### src/rtl/alu_pkg.sv
`default_nettype none
// ============================================================================
// Module  : alu_pkg
// Purpose : Shared definitions for the ALU operand stage: ALU opcode
//           encodings, RV32I major opcodes, operand-select enums, the
//           buffered stage payload and the register-register / immediate
//           funct3 decode helper.
// Ports   : none (package)
// Rev     : 1.0  initial release
// ============================================================================
package alu_pkg;

   localparam int PKG_XLEN = 32;
   localparam int PKG_REGW = 5;

   // ALU opcode encodings
   localparam logic [3:0] ALU_ADD  = 4'b0000;
   localparam logic [3:0] ALU_SUB  = 4'b0001;
   localparam logic [3:0] ALU_AND  = 4'b0100;
   localparam logic [3:0] ALU_OR   = 4'b0101;
   localparam logic [3:0] ALU_XOR  = 4'b0110;
   localparam logic [3:0] ALU_A    = 4'b0111;
   localparam logic [3:0] ALU_SHL  = 4'b1000;
   localparam logic [3:0] ALU_SHR  = 4'b1010;
   localparam logic [3:0] ALU_SHA  = 4'b1011;
   localparam logic [3:0] ALU_SLT  = 4'b1100;
   localparam logic [3:0] ALU_SLTU = 4'b1101;
   localparam logic [3:0] ALU_B    = 4'b1111;

   // RV32I major opcodes (instruction[6:0])
   localparam logic [6:0] OPC_OP     = 7'b0110011;
   localparam logic [6:0] OPC_OP_IMM = 7'b0010011;
   localparam logic [6:0] OPC_LUI    = 7'b0110111;
   localparam logic [6:0] OPC_AUIPC  = 7'b0010111;
   localparam logic [6:0] OPC_LOAD   = 7'b0000011;
   localparam logic [6:0] OPC_STORE  = 7'b0100011;
   localparam logic [6:0] OPC_JAL    = 7'b1101111;
   localparam logic [6:0] OPC_JALR   = 7'b1100111;
   localparam logic [6:0] OPC_BRANCH = 7'b1100011;

   typedef enum logic [1:0] {
      A_RS1  = 2'd0,
      A_PC   = 2'd1,
      A_ZERO = 2'd2
   } a_sel_t;

   typedef enum logic [1:0] {
      B_RS2  = 2'd0,
      B_IMM  = 2'd1,
      B_FOUR = 2'd2
   } b_sel_t;

   // One buffered instruction as presented to the ALU
   typedef struct packed {
      logic [PKG_XLEN-1:0] a;
      logic [PKG_XLEN-1:0] b;
      logic [PKG_XLEN-1:0] rs2_val;
      logic [PKG_XLEN-1:0] pc;
      logic [3:0]          alu_op;
      logic [PKG_REGW-1:0] rd;
      logic                wb_en;
      logic                illegal;
   } payload_t;

   // funct3 table shared by OP and OP-IMM. 'alt' selects SUB/SHA;
   // allow_sub is cleared for OP-IMM where 000 is always ADD.
   function automatic logic [3:0] arith_op(input logic [2:0] funct3,
                                           input logic       alt,
                                           input logic       allow_sub);
      logic [3:0] op;
      op = ALU_ADD;
      case (funct3)
         3'b000:  op = (alt && allow_sub) ? ALU_SUB : ALU_ADD;
         3'b001:  op = ALU_SHL;
         3'b010:  op = ALU_SLT;
         3'b011:  op = ALU_SLTU;
         3'b100:  op = ALU_XOR;
         3'b101:  op = alt ? ALU_SHA : ALU_SHR;
         3'b110:  op = ALU_OR;
         default: op = ALU_AND;
      endcase
      return op;
   endfunction

endpackage
`default_nettype wire

### src/rtl/alu_op_decode.sv
`default_nettype none
// ============================================================================
// Module  : alu_op_decode
// Purpose : Combinational decode of opcode/funct fields into the ALU opcode,
//           operand selects, writeback enable and illegal flag.
// Ports   : opcode, funct3, funct7b5, imm_bit10 (shift-type bit for OP-IMM),
//           rd_nonzero  -> alu_op, a_sel, b_sel, wb_en, illegal
// Rev     : 1.0  initial release
// ============================================================================
module alu_op_decode
   import alu_pkg::*;
(
   input  logic [6:0] opcode,
   input  logic [2:0] funct3,
   input  logic       funct7b5,
   input  logic       imm_bit10,
   input  logic       rd_nonzero,
   output logic [3:0] alu_op,
   output a_sel_t     a_sel,
   output b_sel_t     b_sel,
   output logic       wb_en,
   output logic       illegal
);

   logic writes_rd;

   always_comb begin
      alu_op    = ALU_ADD;
      a_sel     = A_RS1;
      b_sel     = B_RS2;
      writes_rd = 1'b0;
      illegal   = 1'b0;
      case (opcode)
         OPC_OP: begin
            alu_op    = arith_op(funct3, funct7b5, 1'b1);
            writes_rd = 1'b1;
         end
         OPC_OP_IMM: begin
            // immediate shifts carry the arithmetic flag in imm[10]
            alu_op    = arith_op(funct3, imm_bit10, 1'b0);
            b_sel     = B_IMM;
            writes_rd = 1'b1;
         end
         OPC_LUI: begin
            alu_op    = ALU_B;
            a_sel     = A_ZERO;
            b_sel     = B_IMM;
            writes_rd = 1'b1;
         end
         OPC_AUIPC: begin
            a_sel     = A_PC;
            b_sel     = B_IMM;
            writes_rd = 1'b1;
         end
         OPC_LOAD: begin
            b_sel     = B_IMM;
            writes_rd = 1'b1;
         end
         OPC_STORE: begin
            b_sel     = B_IMM;
         end
         OPC_JAL, OPC_JALR: begin
            // ALU produces the link address pc+4
            a_sel     = A_PC;
            b_sel     = B_FOUR;
            writes_rd = 1'b1;
         end
         OPC_BRANCH: begin
            case (funct3[2:1])
               2'b10:   alu_op = ALU_SLT;
               2'b11:   alu_op = ALU_SLTU;
               default: alu_op = ALU_SUB;
            endcase
         end
         default: begin
            alu_op  = ALU_A;
            illegal = 1'b1;
         end
      endcase
   end

   assign wb_en = writes_rd & rd_nonzero;

endmodule
`default_nettype wire

### src/rtl/alu_operand_stage.sv
`default_nettype none
// ============================================================================
// Module  : alu_operand_stage
// Purpose : ID/EX boundary stage. Resolves operands with EX/MEM and MEM/WB
//           forwarding, decodes the ALU opcode and presents the result
//           through a 2-entry skid buffer with valid/ready on both sides.
// Ports   : clk, rst_n (sync, active low), flush
//           in_*    : decoded instruction + register-file data, in_valid/ready
//           exmem_* / memwb_* : forwarding sources
//           out_valid/out_ready, alu_a, alu_b, alu_op, out_rs2_val, out_rd,
//           out_wb_en, out_pc, out_illegal : ALU-side payload
// Rev     : 1.0  initial release
// ============================================================================
module alu_operand_stage
   import alu_pkg::*;
#(
   parameter int XLEN = 32,
   parameter int REGW = 5
)(
   input  logic            clk,
   input  logic            rst_n,
   input  logic            flush,
   input  logic            in_valid,
   output logic            in_ready,
   input  logic [6:0]      in_opcode,
   input  logic [2:0]      in_funct3,
   input  logic            in_funct7b5,
   input  logic [REGW-1:0] in_rs1,
   input  logic [REGW-1:0] in_rs2,
   input  logic [REGW-1:0] in_rd,
   input  logic [XLEN-1:0] in_rs1_data,
   input  logic [XLEN-1:0] in_rs2_data,
   input  logic [XLEN-1:0] in_imm,
   input  logic [XLEN-1:0] in_pc,
   input  logic            exmem_we,
   input  logic [REGW-1:0] exmem_rd,
   input  logic [XLEN-1:0] exmem_val,
   input  logic            memwb_we,
   input  logic [REGW-1:0] memwb_rd,
   input  logic [XLEN-1:0] memwb_val,
   output logic            out_valid,
   input  logic            out_ready,
   output logic [XLEN-1:0] alu_a,
   output logic [XLEN-1:0] alu_b,
   output logic [3:0]      alu_op,
   output logic [XLEN-1:0] out_rs2_val,
   output logic [REGW-1:0] out_rd,
   output logic            out_wb_en,
   output logic [XLEN-1:0] out_pc,
   output logic            out_illegal
);

   // The payload struct is sized by the package; only 32/5 is supported.
   generate
      if (XLEN != PKG_XLEN || REGW != PKG_REGW) begin : g_width_check
         $error("alu_operand_stage supports only XLEN=32, REGW=5");
      end
   endgenerate

   typedef enum logic [1:0] {
      S_EMPTY = 2'd0,
      S_ONE   = 2'd1,
      S_TWO   = 2'd2
   } state_t;

   // ---------------------------------------------------------------------
   // Forwarding: x0 is hard zero, younger producer (EX/MEM) wins
   // ---------------------------------------------------------------------
   function automatic logic [XLEN-1:0] fwd(input logic [REGW-1:0] idx,
                                           input logic [XLEN-1:0] rf_val,
                                           input logic            ex_we,
                                           input logic [REGW-1:0] ex_rd,
                                           input logic [XLEN-1:0] ex_val,
                                           input logic            wb_we,
                                           input logic [REGW-1:0] wb_rd,
                                           input logic [XLEN-1:0] wb_val);
      logic [XLEN-1:0] v;
      if (idx == '0)
         v = '0;
      else if (ex_we && ex_rd == idx)
         v = ex_val;
      else if (wb_we && wb_rd == idx)
         v = wb_val;
      else
         v = rf_val;
      return v;
   endfunction

   logic [XLEN-1:0] rs1_val;
   logic [XLEN-1:0] rs2_val;

   assign rs1_val = fwd(in_rs1, in_rs1_data, exmem_we, exmem_rd, exmem_val,
                        memwb_we, memwb_rd, memwb_val);
   assign rs2_val = fwd(in_rs2, in_rs2_data, exmem_we, exmem_rd, exmem_val,
                        memwb_we, memwb_rd, memwb_val);

   // ---------------------------------------------------------------------
   // Decode
   // ---------------------------------------------------------------------
   logic [3:0] dec_op;
   a_sel_t     dec_a_sel;
   b_sel_t     dec_b_sel;
   logic       dec_wb_en;
   logic       dec_illegal;
   logic       rd_nonzero;

   assign rd_nonzero = (in_rd != '0);

   alu_op_decode u_decode (
      .opcode     (in_opcode),
      .funct3     (in_funct3),
      .funct7b5   (in_funct7b5),
      .imm_bit10  (in_imm[10]),
      .rd_nonzero (rd_nonzero),
      .alu_op     (dec_op),
      .a_sel      (dec_a_sel),
      .b_sel      (dec_b_sel),
      .wb_en      (dec_wb_en),
      .illegal    (dec_illegal)
   );

   payload_t incoming;

   always_comb begin
      incoming = '0;
      case (dec_a_sel)
         A_PC:    incoming.a = in_pc;
         A_ZERO:  incoming.a = '0;
         default: incoming.a = rs1_val;
      endcase
      case (dec_b_sel)
         B_IMM:   incoming.b = in_imm;
         B_FOUR:  incoming.b = 32'd4;
         default: incoming.b = rs2_val;
      endcase
      incoming.rs2_val = rs2_val;
      incoming.pc      = in_pc;
      incoming.alu_op  = dec_op;
      incoming.rd      = in_rd;
      incoming.wb_en   = dec_wb_en;
      incoming.illegal = dec_illegal;
   end

   // ---------------------------------------------------------------------
   // Skid buffer: main_q drives the outputs, skid_q holds the entry that
   // arrived while the ALU was stalled. out_valid/in_ready are flops kept
   // in step with the state so in_ready never sees out_ready.
   // ---------------------------------------------------------------------
   state_t   state;
   payload_t main_q;
   payload_t skid_q;
   logic     valid_q;
   logic     ready_q;
   logic     accept;
   logic     consume;

   assign accept  = in_valid & ready_q;
   assign consume = valid_q & out_ready;

   always_ff @(posedge clk) begin
      if (!rst_n) begin
         state   <= S_EMPTY;
         main_q  <= '0;
         skid_q  <= '0;
         valid_q <= 1'b0;
         ready_q <= 1'b1;
      end else if (flush) begin
         state   <= S_EMPTY;
         valid_q <= 1'b0;
         ready_q <= 1'b1;
      end else begin
         case (state)
            S_EMPTY: begin
               if (accept) begin
                  main_q  <= incoming;
                  state   <= S_ONE;
                  valid_q <= 1'b1;
                  ready_q <= 1'b1;
               end
            end
            S_ONE: begin
               if (accept && consume) begin
                  main_q <= incoming;
               end else if (accept) begin
                  skid_q  <= incoming;
                  state   <= S_TWO;
                  valid_q <= 1'b1;
                  ready_q <= 1'b0;
               end else if (consume) begin
                  state   <= S_EMPTY;
                  valid_q <= 1'b0;
                  ready_q <= 1'b1;
               end
            end
            S_TWO: begin
               if (consume) begin
                  main_q  <= skid_q;
                  state   <= S_ONE;
                  valid_q <= 1'b1;
                  ready_q <= 1'b1;
               end
            end
            default: begin
               state   <= S_EMPTY;
               valid_q <= 1'b0;
               ready_q <= 1'b1;
            end
         endcase
      end
   end

   assign in_ready    = ready_q;
   assign out_valid   = valid_q;
   assign alu_a       = main_q.a;
   assign alu_b       = main_q.b;
   assign alu_op      = main_q.alu_op;
   assign out_rs2_val = main_q.rs2_val;
   assign out_rd      = main_q.rd;
   assign out_wb_en   = main_q.wb_en;
   assign out_pc      = main_q.pc;
   assign out_illegal = main_q.illegal;

endmodule
`default_nettype wire

### config.mk
export PLATFORM = sky130hd
export DESIGN_NAME = alu_operand_stage
export DESIGN_NICKNAME = d
export VERILOG_FILES = /design/src/rtl/alu_pkg.sv /design/src/rtl/alu_op_decode.sv /design/src/rtl/alu_operand_stage.sv
export SDC_FILE = /design/constraint.sdc
export NUM_CORES = 1
export LEC_CHECK = 0
export BUFFER_PORTS_ARGS = -buffer_cell sky130_fd_sc_hd__buf_2
export CORE_AREA = 2 2 159 161
export DETAILED_ROUTE_END_ITERATION = 6
export DIE_AREA = 0 0 161 163
export HOLD_SLACK_MARGIN = 0.1
export PLACE_DENSITY = 0.85
export SKIP_LAST_GASP = 1
export SYNTH_ARGS = -nofsm -noshare
export SYNTH_HDL_FRONTEND = slang
export SYNTH_SLANG_ARGS = --single-unit
### constraint.sdc
create_clock -name clk -period 6.8 [get_ports clk]
set_clock_uncertainty 0.05 [all_clocks]
set_input_delay 1.02 -clock clk [delete_from_list [all_inputs] [get_ports clk]]
set_output_delay 1.02 -clock clk [all_outputs]
set_load 0.01 [all_outputs]
==> summary.txt <==
Run status
  – Status: complete, no violations

Floorplanning
  – Die height: between 150 and 200 um
  – Die Wd: 161 um
  – Initial Util: 0.560
  – Die ar.: roughly 26000 um^2
  – Num ports: about 380
  – Core ar.: 24700 um^2
  – Core Rows: 58

Power
  – Cell Pwr Density: about 250 nW/um^2
  – Combinational Power Share: 0.160
  – Switch Pwr: approximately 1.2 mW
  – P_int: a little over 3 mW
  – Clk pwr share: 0.410
  – Flop pwr share: 0.430
  – Sw Share: 0.277
  – Maximum VDD drop: approximately 0.00017 V
  – Leakage: between 6 and 7 nW

Job
  – Max cap viols: 0

Drt
  – Drt first pass iters: 6
  – Vias per std cell: between 6 and 7
  – WL final: about 53000 um
  – Vias: 15302
  – Post-route DRC: 0
  – WL per Instance: 23.1 um
  – Antenna viol nets, final: 0
  – DR iter-0 viols: slightly above 2000

Synthesis
  – Post-synthesis cell count: about 1700
  – Synth Flop Type: dfxtp_1
  – EDFF count, synth: 0
  – Top-area cell type share of the netlist area: 0.408
  – Most frequent cell after synthesis: dfxtp_1
  – Synthesized flop and latch total: 282
  – Syn Area/Cell: around 8.2 um^2
  – Yosys synthesis warning count: 0
  – Sequential element share of the synthesized area: 0.408
  – Synth area leader: dfxtp_1
  – Syn Nets: slightly below 2000
  – Synth area leaders: dfxtp_1 41%, o21ai_0 6.1%, nand2_1 5.3%
  – Top post-synthesis cells by count: 282 x dfxtp_1, 194 x nand2_1, 168 x o21ai_0, 156 x clkbuf_1
  – Mapped Area: around 14000 um^2
  – Netlist cell types: 52
  – FFs w/ async S/R, synth: 0

Layout
  – Layout Cells excl Fill: between 2000 and 2500
  – Ratio of cells with drive above 1 in the final layout: 0.239
  – Final net count: ~2200
  – Area grow syn2layout: 20.8%
  – Design Area, Final: 16700 um^2

GRT
  – Top Usage Layer GRT: met2
  – Global-route wire length before repair: 79400 um
  – Largest net degree at the start of global routing: roughly 190
  – M3 GR Usage: 0.0690
  – GRT Overall Usage: 0.383
  – Total grt overflow: 0
  – Met1 Track Usage GR: 0.490
  – Vias in the first global route: 14128
  – Met2 usage: 0.632
  – Initial antenna violation count: 13

STA
  – Measured slew at the worst slew-check pin: 1.22 ns
  – Final Hold Fails: 0
  – Setup violations, final: 0
  – Fin crit share: 0.510
  – RSZ-0062 raised after global routing: false
  – Max Slew Vio Count: 0
  – Max frequency: roughly 0.29 GHz
  – Hold Slack: between 0.4 and 0.5 ns
  – Setup TNS: 0 ns
  – Min Tclk post-route: roughly 3.5 ns
  – Worst slew margin: 0.189

Setup path
  – Worst Path Required: 7.13 ns
  – Data arrival, critical path: approximately 3.8 ns
  – CP Capture Type: flip-flop
  – Crit Path Max Fanout: between 100 and 150
  – Flop2flop setup slack: 3.34 ns
  – Critical path launch point type: flip-flop
  – Crit path kind: reg2reg

Clock tree
  – Clock buffer depth: 3
  – Sink Count: around 280
  – Setup Fix Bufs, Post-CTS: 0
  – Clk Latency, worst-skew pair: between 0.5 and 0.6 ns
  – Worst-path clk slew: approximately 0.060 ns
  – Num CTS Buffers: 29
  – Post-CTS sizing: 0
  – # H-tree levels: 1
  – Clock root cell: clkbuf_16
  – Hold Buf Count CTS: 0
  – Clock tree from TritonCTS: built

Placed design
  – Hpwl dp: roughly 35000 um
  – Final RePlAce weighted congestion: ~1
  – Cell Area, Placed: roughly 16000 um^2
  – DP Cell Count: between 2000 and 2500
  – PortBufs: 375

Hold path
  – Hold Path Class: reg2reg
## placed cells by master (no fill, tap or decap), types with 47 or more instances in the layout
master,n
dfxtp_1,282
nor2_1,47
nand2_1,194
or3_1,98
o211ai_1,97
nand3_1,79
a21oi_1,71
a31oi_1,98
buf_2,374
o21ai_0,168
## metrics by stage
stage          setup slack (ns)  power (mW)   util
2_1_floorplan              3.90        2.19      -
3_3_place_gp               3.10        2.48  0.634
3_5_place_dp               3.05        2.49  0.634
4_1_cts                    3.39        4.18  0.676
5_1_grt                    3.24        4.32  0.676
6_report                   3.34        4.20  0.677
## cell type report
cell class | count | area (um^2)
tap | 330 | 413
inverter | 8 | 30.0
timing repair buffer | 399 | 2060
clock buffer | 44 | 882
antenna | 11 | 27.5
fill | 2100 | 7980
sequential | 282 | 5650
multi-input combinational | 1220 | 7480
clock inverter | 10 | 154
## critical path, stage by stage, from the launching register on
cell and delay (ns):
dfxtp_1 0.39, inv_1 0.12, ha_4 0.32, a22o_1 0.31, or4b_4 0.96, nor2_4 0.21
buf_4 0.66, a31oi_1 0.18
## sequential cells by signal, summed over array words and instances, names as in the netlist
register / cells
alu_a: 32
alu_b: 32
alu_op: 4
in_ready: 1
out_illegal: 1
out_pc: 32
out_rd: 5
out_rs2_val: 32
out_valid: 1
out_wb_en: 1
skid_q: 139
state: 2
## power by group through the flow
stage | sequential [mW] | combinational [mW] | clock, mW
after global routing | 1.81 | 0.713 | 1.80
after global placement | 1.83 | 0.642 | 0
final | 1.81 | 0.670 | 1.72
after floorplan | 1.86 | 0.331 | 0
after detailed placement | 1.84 | 0.653 | 0
after CTS | 1.80 | 0.657 | 1.72
## per-layer routing
layer,routed length (um),share of wire
met1,20200,0.38
met2,24800,0.47
met3,5510,0.10
met4,2620,0.049
met5,52,0.00098
## logic make-up (layout without fill, tap and decap cells)
| logic type | Yosys count | count (layout) | synth area share |
|---|---|---|---|
| XOR/XNOR | 21 | 21 | 0.0133 |
| other | 0 | 11 | 0 |
| multiplexers | 39 | 39 | 0.0282 |
| buffers and inverters | 187 | 461 | 0.0545 |
| flip-flops | 282 | 282 | 0.408 |
| adder cells (fa/ha/maj) | 8 | 8 | 0.00724 |
| AO/OA/AOI/OAI | 626 | 626 | 0.302 |
| AND/OR/NAND/NOR | 526 | 526 | 0.187 |
## worst paths after layout
path / depth (start not counted) / end / start
max reg2reg: 7 / alu_b[30] / state[0]
min reg2reg: 2 / alu_op[3] / alu_op[3]
max: 7 / alu_b[30] / state[0]
min: 2 / alu_op[3] / alu_op[3]
Note: power is estimated with default switching activity, not from simulation.
